$ cat src/rtl/cs_pkg.sv
// Shared definitions for the computational-system (CS) datapath.
// The CS stage and the output buffer take their parameter defaults from here.
package cs_pkg;

   localparam int unsigned CS_DW    = 10;
   localparam int unsigned CS_WIN   = 9;
   localparam int unsigned CS_DEPTH = 8;

   typedef logic [CS_DW-1:0] cs_y_t;

endpackage

$ cat src/rtl/cs_sync_fifo.sv
// Synchronous first-word-fall-through FIFO. The head entry is read combinationally.
// Reads return zero while the FIFO is empty. The storage array has no reset.
module cs_sync_fifo
   import cs_pkg::*;
#(
   parameter int unsigned DW    = CS_DW,
   parameter int unsigned DEPTH = CS_DEPTH
) (
   input  logic                     clk,
   input  logic                     reset,
   input  logic                     flush,
   input  logic                     push,
   input  logic                     pop,
   input  logic [DW-1:0]            wdata,
   output logic [DW-1:0]            rdata,
   output logic [$clog2(DEPTH):0]   level,
   output logic                     full,
   output logic                     empty
);

   localparam int unsigned PW = $clog2(DEPTH);
   localparam int unsigned LW = PW + 1;

   logic [DW-1:0] mem_q [DEPTH];
   logic [DW-1:0] mem_d [DEPTH];
   logic [PW-1:0] rd_ptr_q, rd_ptr_d;
   logic [PW-1:0] wr_ptr_q, wr_ptr_d;
   logic [LW-1:0] level_q, level_d;
   logic          do_push, do_pop;

   assign full  = (level_q == LW'(DEPTH));
   assign empty = (level_q == '0);
   assign level = level_q;
   assign rdata = empty ? '0 : mem_q[rd_ptr_q];

   always_comb begin
      do_pop   = pop & ~empty & ~flush;
      do_push  = push & (~full | do_pop) & ~flush;
      mem_d    = mem_q;
      rd_ptr_d = rd_ptr_q;
      wr_ptr_d = wr_ptr_q;
      level_d  = level_q;
      if (flush) begin
         rd_ptr_d = '0;
         wr_ptr_d = '0;
         level_d  = '0;
      end else begin
         if (do_push) begin
            mem_d[wr_ptr_q] = wdata;
            wr_ptr_d        = wr_ptr_q + PW'(1);
         end
         if (do_pop) begin
            rd_ptr_d = rd_ptr_q + PW'(1);
         end
         level_d = level_q + LW'(do_push) - LW'(do_pop);
      end
   end

   // Storage keeps its contents across reset; only the pointers are cleared.
   always_ff @(posedge clk) begin
      if (reset) begin
         mem_q <= mem_d;
      end
   end

   always_ff @(posedge clk) begin
      if (!reset) begin
         rd_ptr_q <= '0;
         wr_ptr_q <= '0;
         level_q  <= '0;
      end else begin
         rd_ptr_q <= rd_ptr_d;
         wr_ptr_q <= wr_ptr_d;
         level_q  <= level_d;
      end
   end

endmodule

$ cat src/rtl/cs_out_buffer.sv
// Output stage of the CS datapath: drops results while the window fills, buffers
// the valid ones in a FWFT FIFO and hands them out over valid/ready.
module cs_out_buffer
   import cs_pkg::*;
#(
   parameter int unsigned DW     = CS_DW,
   parameter int unsigned DEPTH  = CS_DEPTH,
   parameter int unsigned WARMUP = CS_WIN
) (
   input  logic                     clk,
   input  logic                     reset,
   input  logic [DW-1:0]            y_in,
   input  logic                     y_strobe,
   input  logic                     flush,
   input  logic                     clr_ovf,
   output logic [DW-1:0]            out_data,
   output logic                     out_valid,
   input  logic                     out_ready,
   output logic [$clog2(DEPTH):0]   fifo_level,
   output logic                     warm,
   output logic                     overflow
);

   localparam int unsigned CW = $clog2(WARMUP + 1);

   logic [CW-1:0] warm_cnt_q, warm_cnt_d;
   logic          warm_q, warm_d;
   logic          overflow_q, overflow_d;
   logic          push_req, push, pop, drop;
   logic          fifo_full, fifo_empty;

   cs_sync_fifo #(
      .DW    (DW),
      .DEPTH (DEPTH)
   ) u_fifo (
      .clk   (clk),
      .reset (reset),
      .flush (flush),
      .push  (push),
      .pop   (pop),
      .wdata (y_in),
      .rdata (out_data),
      .level (fifo_level),
      .full  (fifo_full),
      .empty (fifo_empty)
   );

   assign out_valid = ~fifo_empty;
   assign warm      = warm_q;
   assign overflow  = overflow_q;

   always_comb begin
      pop      = out_valid & out_ready & ~flush;
      push_req = y_strobe & warm_q & ~flush;
      // A full FIFO still accepts a push when the head leaves in the same cycle.
      push     = push_req & (~fifo_full | pop);
      drop     = push_req & fifo_full & ~pop;

      warm_cnt_d = warm_cnt_q;
      if (flush) begin
         warm_cnt_d = '0;
      end else if (y_strobe && !warm_q && (warm_cnt_q != CW'(WARMUP - 1))) begin
         warm_cnt_d = warm_cnt_q + CW'(1);
      end
      // Derived from the next count so the strobe right after the window fills is pushed.
      warm_d = (warm_cnt_d == CW'(WARMUP - 1));

      overflow_d = overflow_q;
      if (drop) begin
         overflow_d = 1'b1;
      end else if (clr_ovf && !flush) begin
         overflow_d = 1'b0;
      end
   end

   always_ff @(posedge clk) begin
      if (!reset) begin
         warm_cnt_q <= '0;
         warm_q     <= 1'b0;
         overflow_q <= 1'b0;
      end else begin
         warm_cnt_q <= warm_cnt_d;
         warm_q     <= warm_d;
         overflow_q <= overflow_d;
      end
   end

endmodule

$ cat config.mk
export PLATFORM = sky130hd
export DESIGN_NAME = cs_out_buffer
export DESIGN_NICKNAME = d
export VERILOG_FILES = /design/src/rtl/cs_pkg.sv /design/src/rtl/cs_sync_fifo.sv /design/src/rtl/cs_out_buffer.sv
export SDC_FILE = /design/constraint.sdc
export NUM_CORES = 1
export LEC_CHECK = 0
export BUFFER_PORTS_ARGS = -buffer_cell sky130_fd_sc_hd__buf_4
export CAP_MARGIN = 20
export CORE_MARGIN = 2
export CORE_UTILIZATION = 55
export DETAILED_ROUTE_END_ITERATION = 6
export PLACE_DENSITY = 0.84
export SYNTH_ARGS = -nofsm -noshare
export SYNTH_HDL_FRONTEND = slang
export SYNTH_SLANG_ARGS = --single-unit
$ cat constraint.sdc
create_clock -name clk -period 4.1 [get_ports clk]
set_input_delay 0.82 -clock clk [delete_from_list [all_inputs] [get_ports clk]]
set_output_delay 0.82 -clock clk [all_outputs]
set_load 0.02 [all_outputs]
==> results of run 1 <==
[final cells by class]
class	instances	area (um2)	share of cell area [%]
clock buffer	10	128	2.84
timing repair buffer	36	283	6.29
inverter	12	45.0	1.00
tap	96	120	2.67
sequential	96	2720	60.5
clock inverter	6	52.6	1.17
multi-input combinational	116	1150	25.5
[cell families (layout without fill, tap and decap cells)]
group / Yosys count / in the layout / share of synthesized area [%]
XOR/XNOR: 7 / 7 / 1.55
AND/OR/NAND/NOR: 54 / 54 / 6.87
flip-flops: 96 / 96 / 68.8
multiplexers: 33 / 33 / 14.7
AO/OA/AOI/OAI: 11 / 11 / 2.09
buffers and inverters: 20 / 64 / 2.31
adder cells (fa/ha/maj): 11 / 11 / 3.67
[cell usage in the layout (no fill, tap or decap), drive strengths merged, types with 4 or more instances in the layout]
cell / instances
buf: 36
clkbuf: 10
dfxtp: 16
edfxtp: 80
ha: 10
inv: 15
mux2i: 13
mux4: 20
nand2b: 4
nor2: 29
xnor2: 6
[worst max path at each step]
| stage | start | endpoint | slack [ns] | cells past startpoint |
|---|---|---|---|---|
| detailed placement | flush | u_fifo.mem_q[24] | 1.13 | 5 |
| CTS | u_fifo.rd_ptr_q[0] | out_data[3] | 0.97 | 5 |
| global placement | flush | u_fifo.mem_q[1] | 1.28 | 5 |
| global route | u_fifo.rd_ptr_q[0] | out_data[1] | 0.84 | 5 |
| finish | u_fifo.rd_ptr_q[0] | out_data[3] | 1.02 | 5 |
| floorplan | flush | u_fifo.mem_q[30] | 1.53 | 5 |
[cells in the mapped netlist, types with 2 or more instances]
| cell type | n |
|---|---|
| edfxtp_1 | 80 |
| dfxtp_1 | 16 |
| nand3_1 | 2 |
| nand2b_1 | 4 |
| nor3_1 | 2 |
| and2_1 | 3 |
| a21oi_1 | 3 |
| ha_1 | 10 |
| nand2_1 | 3 |
| nor2_1 | 29 |
| o21ai_0 | 2 |
| buf_4 | 2 |
| inv_1 | 12 |
| mux2i_1 | 13 |
| nor3b_1 | 3 |
| clkbuf_1 | 4 |
| xnor2_1 | 6 |
| mux4_2 | 20 |
| nand4b_1 | 2 |
[power groups by stage]
stage | clock [mW] | combinational (mW) | sequential (mW)
after floorplan | 0 | 0.00891 | 1.08
after global routing | 0.618 | 0.0381 | 1.05
final | 0.562 | 0.0343 | 1.05
after CTS | 0.570 | 0.0344 | 1.05
after global placement | 0 | 0.0326 | 1.08
after detailed placement | 0 | 0.0343 | 1.08
[metrics by stage]
step	total power, mW	instances	utilization, %
5_1_grt	1.71	372	65.5
3_3_place_gp	1.11	356	62.8
3_5_place_dp	1.11	356	62.8
6_report	1.65	372	65.5
4_1_cts	1.66	372	65.5
2_1_floorplan	1.09	232	-
[state kept, by name, summed over array words and instances (netlist names)]
| name | flops |
|---|---|
| u_fifo.rd_ptr_q | 3 |
| u_fifo.wr_ptr_q | 3 |
| u_fifo.mem_q | 80 |
| warm_cnt_q | 4 |
| warm | 1 |
| overflow | 1 |
| u_fifo.level | 4 |
[worst reg2reg max path: stages (launching register included)]
cell and delay (ns):
dfxtp_1 0.35, inv_1 0.08, ha_1 0.22, nor3b_1 0.27
o41a_1 0.37, nand3_1 0.21, nor2_1 0.74
[routing by layer]
layer,up-vias,routed length (um)
met5,-,0
met4,0,78
met3,8,420
met2,53,3360
met1,1041,3040
li1,958,-
==> out/qor.tcl, run 1 <==
set qor(grt_util_met3_pct) 4.57
set qor(ctsRootBufferMaster) {clkbuf_8}
set qor(proportion_of_power_drawn_by_flip_flops_and_latches_pct) 63.9
set qor(hp-start) {overflow}
set qor(dpl_cell_area_mm2) 0.00432
set qor(synthCells) 232
set qor(worst-endpoint-arrival_ns) 2.26
set qor(worst-setup-path-type) {flop to output pin}
set qor(grt_first_pass_wirelength_um) 10800
set qor(endpoint_of_the_worst_hold_timing_path) {overflow}
set qor(grtUsageMet1_pct) 28.7
set qor(power_density_over_the_cells_mw_per_mm2) 367
set qor(cts_htree_levels) 3
set qor(synth.ff_latch_count) 96
set qor(maxSlewHeadroom_pct) 32.2
set qor(post_synthesis_net_count) 259
set qor(drtPass1Iterations) 4
set qor(total_switching_power_mw) 0.353
set qor(worst-endpoint-required_ns) 3.28
set qor(die_height_um) 88.8
set qor(skew_ns) 0.0107
set qor(synth-seq-area-share_pct) 68.8
set qor(fill_cells) 481
set qor(finalInstanceArea_mm2) 0.00450
set qor(r2r_end) {u_fifo.mem_q[27]}
set qor(synth_top_area_cell) {edfxtp_1}
set qor(worst_skew_pair.late_latency_ns) 0.36
set qor(gp_congestion) 0.777
set qor(critical_path_peak_fanout) 14
set qor(floorplan.die_area_mm2) 0.00789
set qor(cts_buffers) 9
set qor(ctsLongestPathBuffers) 2
set qor(netlist_top_cells_area) {edfxtp_1 61%, mux4_2 11%, dfxtp_1 8.1%}
set qor(hpwl_um) 4720
set qor(period_needed_ns) 3.08
set qor(antennaDiodeCount) 0
set qor(synth_async_reset_ratio_pct) 0
set qor(switching_share_pct) 21.4
set qor(crit-reg2reg-launch) {u_fifo.level[2]}
set qor(worst_hold_path_depth) 2
set qor(numPortBuffers) 32
set qor(aggregate_global_route_resource_usage_pct) 19.7
set qor(max_cap_violations) 0
set qor(routed_via_density) 5.54
set qor(wire_per_inst_um) 18.6
set qor(post-route-period-util_pct) 75.2
set qor(grt-ovfl-total) 0
set qor(fin_ws_ns) 1.02
set qor(slew_violations) 0
set qor(fraction_of_final_layout_cells_sized_beyond_drive_strength_1_pct) 27.5
set qor(synth-warning-count) 0
set qor(fp-row-count) 30
set qor(syn-cell-area_mm2) 0.00396
set qor(outcome) {finished, final reports clean}
set qor(rsz_0062_raised_after_global_routing) {no}
set qor(num-nets-final) 298
set qor(cellLeakagePower_nw) 1.49
set qor(path_clk_slew_ns) 0.09
set qor(wirelength_um) 6900
set qor(critical_path.cell_chain) {buf_12 -> mux4_2 -> mux2i_1 -> nor2_1 -> buf_4}
set qor(placement.setup.worst_slack_ns) 1.13
set qor(library_cells_used_by_synthesis) 35
set qor(grt_pass1_vias) 2063
set qor(critPathCaptureType) {output pin}
set qor(power.share.clock_pct) 34.1
set qor(worst-path-buf-inv) 2
set qor(max_clock_freq_mhz) 324
set qor(initial_core_util_pct) 57.6
set qor(tritoncts) {done}
set qor(synth_edf_count) 80
set qor(comb_power_share_pct) 2.1
set qor(io-pin-count) 33
set qor(crit_slowest_cell) {dfxtp_1}
set qor(timing_hold_violations_final) 0
set qor(largest_net_degree_at_the_start_of_global_routing) 23
set qor(cts_setup_buffers) 0
set qor(drcViolationCount) 0
set qor(ys.flop_type) {edfxtp_1}
set qor(hold_ws_ns) 0.492
set qor(worst_slew_pin_slew_ns) 1.02
set qor(holdBufCountCts) 0
set qor(final_antenna_net_count) 0
set qor(worst_path_largest_cell_delay_ns) 0.72
set qor(cp-start-kind) {flop}
set qor(cts.repair.resized) 0
set qor(detailedRoute.firstIterationViolations) 212
set qor(critical_path.top_delay_family) {flip-flops}
set qor(antenna_found_initial) 0
set qor(core-area_mm2) 0.00687
set qor(rrSetupSlack_ns) 1.49
set qor(worst_ir_drop_vdd_mv) 0.187
set qor(area.growth.synth_to_final_pct) 13.7
set qor(globalRouteMet2Util_pct) 29.9
set qor(chipWidth_um) 88.8
set qor(holdCritPathClass) {flop to flop}
set qor(p_int_mw) 1.30
set qor(final-setup-viol-count) 0
set qor(routing_layer_with_the_top_usage_in_global_route) {met2}
set qor(average_instance_area_after_synthesis_um2) 17.0
set qor(r2r.worst_path.cells) 6
set qor(fin_setup_tns_ns) 0
set qor(dr_total_vias) 2060
set qor(cts_sinks) 96
set qor(synth_largest_type_area_fraction_pct) 60.7
Power figures use the tool's default switching activity.
==> inputs of run 2 (changes only) <==
- ABC_AREA: default -> 1
- CORE_UTILIZATION: 55 -> 53
- PLACE_DENSITY: 0.84 -> 0.85
- clock period: 4.1 -> 2.8 ns (I/O delays scaled with it)
==> run 2 against run 1 <==
  * Wire length is 22% higher
  * Register-to-register slack worse by 1.2 ns
  * Final cell count increased by 41%
  * Highest routed layer unchanged
==> out/qor.tcl, run 2 <==
set qor(r2r_end) {u_fifo.level[2]} ;# was u_fifo.mem_q[27]
set qor(max_clock_freq_mhz) 404
set qor(grt_pass1_vias) 2728 ;# was 2063
set qor(post-synth-top-count-cell) {nor2_1} ;# was edfxtp_1
set qor(cts_buffers) 9 ;# unchanged
set qor(synth_top_family_by_area) {simple AND/OR/NAND/NOR gates} ;# was multiplexers
set qor(average_instance_area_after_synthesis_um2) 10.8 ;# was 17.0 um2
set qor(holdCritPathClass) {input pin to flop} ;# was flop to flop
set qor(grt_first_pass_wirelength_um) 13400 ;# was 10800 um
set qor(crit_slowest_cell) {buf_4} ;# was dfxtp_1
set qor(chipWidth_um) 91.6 ;# was 88.8 um
set qor(outcome) {finished, final reports clean} ;# unchanged
set qor(largest-register) {u_fifo.mem_q} ;# unchanged
set qor(initial_core_util_pct) 55.5 ;# was 57.6%
set qor(antenna_found_initial) 0 ;# unchanged
set qor(timing_hold_violations_final) 0 ;# unchanged
set qor(layout.cells.most_common_list) {96 x nor2_1, 80 x edfxtp_1, 49 x buf_4} ;# was 80 x edfxtp_1, 35 x buf_4, 29 x nor2_1
set qor(ctsRootBufferMaster) {clkbuf_8} ;# unchanged
set qor(crit_path_end) {out_data[3]} ;# unchanged
set qor(final_antenna_net_count) 0 ;# unchanged
set qor(placement.setup.worst_slack_ns) 0.359 ;# was 1.13 ns
set qor(drcViolationCount) 0 ;# unchanged
set qor(crit_path_frequent_cell) {nor2_1}
set qor(dr_total_vias) 2909 ;# was 2060
set qor(syn-cell-area_mm2) 0.00407 ;# was 0.00396 mm2
set qor(core-area_mm2) 0.00733 ;# was 0.00687 mm2
set qor(synth_largest_type_area_fraction_pct) 59.1 ;# was 60.7%
set qor(largest_reg_flops) 80 ;# unchanged
set qor(synth_edf_count) 80 ;# unchanged
set qor(rrSetupSlack_ns) 0.33 ;# was 1.49 ns
set qor(crit-reg2reg-launch) {u_fifo.level[2]} ;# unchanged
set qor(ctsLongestPathBuffers) 2 ;# unchanged
set qor(worst-endpoint-arrival_ns) 1.92 ;# was 2.26 ns
set qor(cellLeakagePower_nw) 1.73 ;# was 1.49 nW
set qor(holdBufCountCts) 0 ;# unchanged
set qor(drtPass1Iterations) 5 ;# was 4
set qor(synth_top_cells_by_count) {96 x nor2_1, 80 x edfxtp_1, 44 x o21ai_0, 37 x nand2_1, 26 x inv_1} ;# was 80 x edfxtp_1, 29 x nor2_1, 20 x mux4_2, 16 x dfxtp_1, 13 x mux2i_1
set qor(r2r.worst_path.cells) 11 ;# was 6
set qor(wirelength_um) 8450 ;# was 6900 um
set qor(detailedRoute.firstIterationViolations) 260 ;# was 212
set qor(io-pin-count) 33 ;# unchanged
set qor(max_cap_violations) 0 ;# unchanged
set qor(floorplan.die_area_mm2) 0.00839 ;# was 0.00789 mm2
set qor(crit_start) {u_fifo.rd_ptr_q[0]} ;# unchanged
set qor(worst_skew_pair.late_latency_ns) 0.37 ;# was 0.36 ns
set qor(synthCells) 375 ;# was 232
set qor(area_fraction_in_compound_gates_after_synthesis_pct) 9.85 ;# was 2.09%
set qor(worst-setup-path-type) {flop to output pin} ;# unchanged
set qor(tritoncts) {done} ;# unchanged
set qor(finalInstanceArea_mm2) 0.00467 ;# was 0.00450 mm2
set qor(synth.ff_latch_count) 96 ;# unchanged
set qor(die_height_um) 91.6 ;# was 88.8 um
set qor(grtUsageMet1_pct) 26.4 ;# was 28.7%
set qor(cts_htree_levels) 3 ;# unchanged
set qor(layout.core_utilization_pct) 63.8 ;# was 65.5%
set qor(slew_violations) 0 ;# unchanged
set qor(critical_path_peak_fanout) 41 ;# was 14
set qor(worst-endpoint-required_ns) 2.24 ;# was 3.28 ns
set qor(skew_ns) 0.00730 ;# was 0.0107 ns
set qor(rsz_0062_raised_after_global_routing) {no} ;# unchanged
set qor(synth_top_area_cell) {edfxtp_1} ;# unchanged
set qor(path_clk_slew_ns) 0.10 ;# was 0.09 ns
set qor(fin_ws_ns) 0.322 ;# was 1.02 ns
set qor(synth-seq-area-share_pct) 67.0 ;# was 68.8%
set qor(muxShareOfSynthArea_pct) 0 ;# was 14.7%
set qor(critical_path.cell_chain) {buf_4 -> nor2_1 -> nor2_1 -> o21ai_0 -> o211ai_1 -> nand2_1 -> nor2_1 -> buf_4} ;# was buf_12 -> mux4_2 -> mux2i_1 -> nor2_1 -> buf_4
set qor(globalRouteMet2Util_pct) 35.8 ;# was 29.9%
set qor(aggregate_global_route_resource_usage_pct) 21.0 ;# was 19.7%
set qor(dpl_cell_area_mm2) 0.00449 ;# was 0.00432 mm2
set qor(num-nets-final) 446 ;# was 298
set qor(fill_cells) 532 ;# was 481
set qor(synth_adder_area_share_pct) 3.57 ;# was 3.67%
set qor(largest_net_degree_at_the_start_of_global_routing) 42 ;# was 23
set qor(post_synthesis_net_count) 402 ;# was 259
set qor(synth_async_reset_ratio_pct) 0 ;# unchanged
set qor(grt_util_met3_pct) 4.65 ;# was 4.57%
set qor(maxSlewHeadroom_pct) 70.7 ;# was 32.2%
set qor(worst_slew_pin_slew_ns) 0.439 ;# was 1.02 ns
set qor(gp_congestion) 0.768 ;# was 0.777
set qor(critPathCaptureType) {output pin} ;# unchanged
set qor(period_needed_ns) 2.48
set qor(worst_ir_drop_vdd_mv) 0.349 ;# was 0.187 mV
set qor(cts.repair.resized) 0 ;# unchanged
set qor(area.growth.synth_to_final_pct) 15.0 ;# was 13.7%
set qor(worst_path_largest_cell_delay_ns) 0.37 ;# was 0.72 ns
set qor(routing_layer_with_the_top_usage_in_global_route) {met2} ;# unchanged
set qor(antennaDiodeCount) 0 ;# unchanged
set qor(cts_setup_buffers) 0 ;# unchanged
set qor(routed_via_density) 5.56 ;# was 5.54
set qor(numPortBuffers) 32 ;# unchanged
set qor(synth-warning-count) 0 ;# unchanged
set qor(fp-row-count) 31 ;# was 30
set qor(final-setup-viol-count) 0 ;# unchanged
set qor(cp-start-kind) {flop} ;# unchanged
set qor(yosys.area_share.xor_xnor_pct) 0.431 ;# was 1.55%
set qor(fraction_of_final_layout_cells_sized_beyond_drive_strength_1_pct) 16.0 ;# was 27.5%
set qor(library_cells_used_by_synthesis) 25 ;# was 35
set qor(mostFrequentLayoutCell) {nor2_1} ;# was edfxtp_1
set qor(netlist_top_cells_area) {edfxtp_1 59%, nor2_1 8.9%, dfxtp_1 7.9%} ;# was edfxtp_1 61%, mux4_2 11%, dfxtp_1 8.1%
set qor(post-route-period-util_pct) 88.5
set qor(fin_setup_tns_ns) 0 ;# unchanged
set qor(post_synthesis_simple_gate_area_fraction_pct) 15.1 ;# was 6.86%
set qor(ys.flop_type) {edfxtp_1} ;# unchanged
set qor(cts_sinks) 96 ;# unchanged
set qor(wire_per_inst_um) 16.1 ;# was 18.6 um
set qor(grt-ovfl-total) 0 ;# unchanged
set qor(hpwl_um) 5550 ;# was 4720 um
set qor(power_density_over_the_cells_mw_per_mm2) 523 ;# was 367 mW/mm2
-- run 2: cell types whose count changed in the layout (fill, tap and decap cells not counted), moves of 14 or more --
cell     before  now
o21ai_0       2   44
buf_4        35   49
mux4_2       20    0
nor2_1       29   96
inv_1        12   26
nand2_1       3   37
-- run 2: how the worst min path moves through the flow --
stage | startpoint | end | slack (ns) | cells past startpoint
after floorplan | u_fifo.wr_ptr_q[0] | u_fifo.wr_ptr_q[0] | 0.49 | 2
after global placement | overflow | overflow | 0.45 | 2
after detailed placement | overflow | overflow | 0.46 | 2
after CTS | y_in[0] | u_fifo.mem_q[20] | 0.41 | 1
after global routing | y_in[0] | u_fifo.mem_q[20] | 0.41 | 1
final | y_in[6] | u_fifo.mem_q[46] | 0.42 | 1
-- run 2: routing by layer --
metal	up-vias	part of all wire [%]	routed length (um)
met5	-	0	0
li1	1379	-	-
met2	135	51	4300
met4	0	1.3	110
met1	1382	40	3360
met3	13	8.0	678
-- run 2: through the flow --
step	hold slack (ns)	total power, mW	instances
finish	0.421	2.44	523
global route	0.415	2.51	523
CTS	0.410	2.46	523
detailed placement	0.464	1.63	507
global placement	0.454	1.63	507
floorplan	0.491	1.59	375
-- run 2: cells by family after synthesis --
family	Yosys count
compound gates	71
fa+ha+maj	11
xor+xnor	2
simple gates	153
buf+inv	42
flops	96
-- run 2: report_power, final --
part / switching [mW] / internal (mW) / total, mW
clock network: 0.506 / 0.343 / 0.849
logic: 0.0302 / 0.0205 / 0.0507
registers: 0.00157 / 1.54 / 1.54
total: 0.538 / 1.91 / 2.44
-- run 2: area by class of cell --
| cell class | count | area [um2] | area share (%) |
|---|---|---|---|
| clock inverter | 7 | 61.3 | 1.31 |
| sequential | 96 | 2720 | 58.2 |
| tap | 99 | 124 | 2.65 |
| inverter | 26 | 97.6 | 2.09 |
| multi-input combinational | 237 | 1180 | 25.2 |
| clock buffer | 9 | 124 | 2.65 |
| timing repair buffer | 49 | 368 | 7.87 |
-- run 2: critical path, delay by kind of cell, from the launching register on --
kind	cells	cell delay, ns
flip-flops	1	0.34
AND/OR/NAND/NOR	4	0.48
buffers and inverters	2	0.54
AO/OA/AOI/OAI	2	0.18
==> inputs of run 3 (changes only) <==
- CORE_MARGIN: 2 -> 1
==> run 3 against run 2 <==
  * Setup slack got worse by 0.046 ns
  * Hold slack improved by 0.0021 ns
  * Utilization hardly changed
  * Non-clock buffer count down 2
  * Critical path type unchanged
==> out/qor.tcl, run 3 (synthesis gave the netlist of run 2 again) <==
set qor(antennaDiodeCount) 0 ;# unchanged
set qor(cp-start-kind) {flop} ;# unchanged
set qor(largest_net_degree_at_the_start_of_global_routing) 25 ;# was 42
set qor(worst-path-buf-inv) 2 ;# unchanged
set qor(timing_hold_violations_final) 0 ;# unchanged
set qor(num-nets-final) 444 ;# was 446
set qor(fin_setup_tns_ns) 0 ;# unchanged
set qor(grt-ovfl-total) 0 ;# unchanged
set qor(layout.cells.most_common_list) {96 x nor2_1, 80 x edfxtp_1, 47 x buf_4} ;# was 96 x nor2_1, 80 x edfxtp_1, 49 x buf_4
set qor(cts.repair.resized) 0 ;# unchanged
set qor(area.growth.synth_to_final_pct) 15.0 ;# about the same
set qor(grt_first_pass_wirelength_um) 12800 ;# was 13400 um
set qor(wire_per_inst_um) 16.5 ;# was 16.1 um
set qor(core-area_mm2) 0.00733 ;# unchanged
set qor(final_antenna_net_count) 0 ;# unchanged
set qor(worst_slew_pin_slew_ns) 0.634 ;# was 0.439 ns
set qor(initial_core_util_pct) 55.5 ;# unchanged
set qor(io-pin-count) 33 ;# unchanged
set qor(crit_slowest_cell) {dfxtp_1} ;# was buf_4
set qor(final-setup-viol-count) 0 ;# unchanged
set qor(worst-endpoint-required_ns) 2.24 ;# about the same
set qor(worst_ir_drop_vdd_mv) 0.237 ;# was 0.349 mV
set qor(fraction_of_final_layout_cells_sized_beyond_drive_strength_1_pct) 15.4 ;# was 16.0%
set qor(grt_pass1_vias) 2683 ;# was 2728
set qor(period_needed_ns) 2.52 ;# was 2.48 ns
set qor(worst-setup-path-type) {flop to output pin} ;# unchanged
set qor(ctsRootBufferMaster) {clkbuf_8} ;# unchanged
set qor(dpl_cell_area_mm2) 0.00447 ;# was 0.00449 mm2
set qor(antenna_found_initial) 0 ;# unchanged
set qor(layout.core_utilization_pct) 63.8 ;# about the same
set qor(slew_violations) 0 ;# unchanged
set qor(fp-row-count) 31 ;# unchanged
set qor(path_clk_slew_ns) 0.09 ;# was 0.10 ns
set qor(power_density_over_the_cells_mw_per_mm2) 536 ;# was 523 mW/mm2
set qor(critPathCaptureType) {output pin} ;# unchanged
set qor(floorplan.die_area_mm2) 0.00802 ;# was 0.00839 mm2
set qor(max_cap_violations) 0 ;# unchanged
set qor(detailedRoute.firstIterationViolations) 211 ;# was 260
set qor(skew_ns) 0.0104 ;# was 0.00730 ns
set qor(critical_path.top_delay_family) {flip-flops} ;# was buffers and inverters
set qor(critical_path.cell_chain) {buf_4 -> o21ai_0 -> o22ai_1 -> nor2_1 -> nor2_1 -> buf_4} ;# was buf_4 -> nor2_1 -> nor2_1 -> o21ai_0 -> o211ai_1 -> nand2_1 -> nor2_1 -> buf_4
set qor(worst_skew_pair.late_latency_ns) 0.37 ;# about the same
set qor(cts_buffers) 9 ;# unchanged
set qor(aggregate_global_route_resource_usage_pct) 22.4 ;# was 21.0%
set qor(finalInstanceArea_mm2) 0.00468 ;# was 0.00467 mm2
set qor(holdCritPathClass) {input pin to flop} ;# unchanged
set qor(worst_path_largest_cell_delay_ns) 0.54 ;# was 0.37 ns
set qor(largest-register) {u_fifo.mem_q} ;# unchanged
set qor(gp_congestion) 0.792 ;# was 0.768
set qor(die_height_um) 89.6 ;# was 91.6 um
set qor(cts_sinks) 96 ;# unchanged
set qor(routed_via_density) 5.60 ;# was 5.56
set qor(cts_htree_levels) 3 ;# unchanged
set qor(largest_reg_flops) 80 ;# unchanged
set qor(maxSlewHeadroom_pct) 57.6 ;# was 70.7%
set qor(drtPass1Iterations) 5 ;# unchanged
set qor(cellLeakagePower_nw) 1.72 ;# was 1.73 nW
set qor(holdBufCountCts) 0 ;# unchanged
set qor(wirelength_um) 8620 ;# was 8450 um
set qor(cts_setup_buffers) 0 ;# unchanged
set qor(post-route-period-util_pct) 90.1 ;# was 88.5%
set qor(rsz_0062_raised_after_global_routing) {no} ;# unchanged
set qor(numPortBuffers) 32 ;# unchanged
set qor(chipWidth_um) 89.6 ;# was 91.6 um
set qor(outcome) {finished, final reports clean} ;# unchanged
set qor(dr_total_vias) 2918 ;# was 2909
set qor(hpwl_um) 5500 ;# was 5550 um
set qor(worst-endpoint-arrival_ns) 1.96 ;# was 1.92 ns
set qor(tritoncts) {done} ;# unchanged
set qor(mostFrequentLayoutCell) {nor2_1} ;# unchanged
set qor(fill_cells) 538 ;# was 532
set qor(max_clock_freq_mhz) 396 ;# was 404 MHz
set qor(drcViolationCount) 0 ;# unchanged
set qor(critical_path_peak_fanout) 20 ;# was 41
set qor(ctsLongestPathBuffers) 2 ;# unchanged
[run 3: changes by cell type in the layout (fill, tap and decap cells not counted), sizes merged]
cell / change
clkbuf: +1
bufinv: +1
clkinvlp: -1
inv: -2
clkinv: +1
buf: -2
[run 3: layout make-up]
cell class | instances | area [um2] | share of cell area, %
Timing Repair Buffer | 47 | 353 | 7.55
Inverter | 26 | 97.6 | 2.09
Multi-Input combinational cell | 237 | 1180 | 25.2
Clock inverter | 6 | 73.8 | 1.58
Tap cell | 99 | 124 | 2.65
Sequential cell | 96 | 2720 | 58.2
Clock buffer | 10 | 128 | 2.73
[run 3: routing by layer]
metal | wire, um | part of all wire [%] | up-vias | track usage, %
li1 | - | - | 1382 | -
met1 | 3310 | 38 | 1378 | 27.1
met2 | 4410 | 51 | 139 | 37.6
met3 | 699 | 8.1 | 19 | 5.39
met4 | 196 | 2.3 | 0 | 11.5
met5 | 0 | 0 | - | 0
[run 3: worst paths after layout]
path / slack, ns / startpoint / depth (start not counted) / to
worst min-delay path: 0.42 / y_in[1] / 1 / u_fifo.mem_q[61]
worst max register to register: 0.34 / u_fifo.level[2] / 11 / u_fifo.level[2]
worst max-delay path: 0.28 / u_fifo.rd_ptr_q[0] / 6 / out_data[8]
worst min register to register: 0.48 / overflow / 2 / overflow
[run 3: per-stage QoR]
stage	worst slack [ns]	power (mW)	hold WS, ns	cells
after floorplan	0.625	1.59	0.491	375
after global placement	0.483	1.62	0.456	505
after detailed placement	0.382	1.63	0.468	505
after CTS	0.272	2.52	0.416	521
after global routing	0.112	2.58	0.413	521
final	0.276	2.50	0.423	521
[run 3: power by group]
group	internal [mW]	total (mW)	switching [mW]
Combinational	0.0195	0.0499	0.0304
Sequential	1.54	1.54	0.00161
Clock	0.426	0.910	0.484
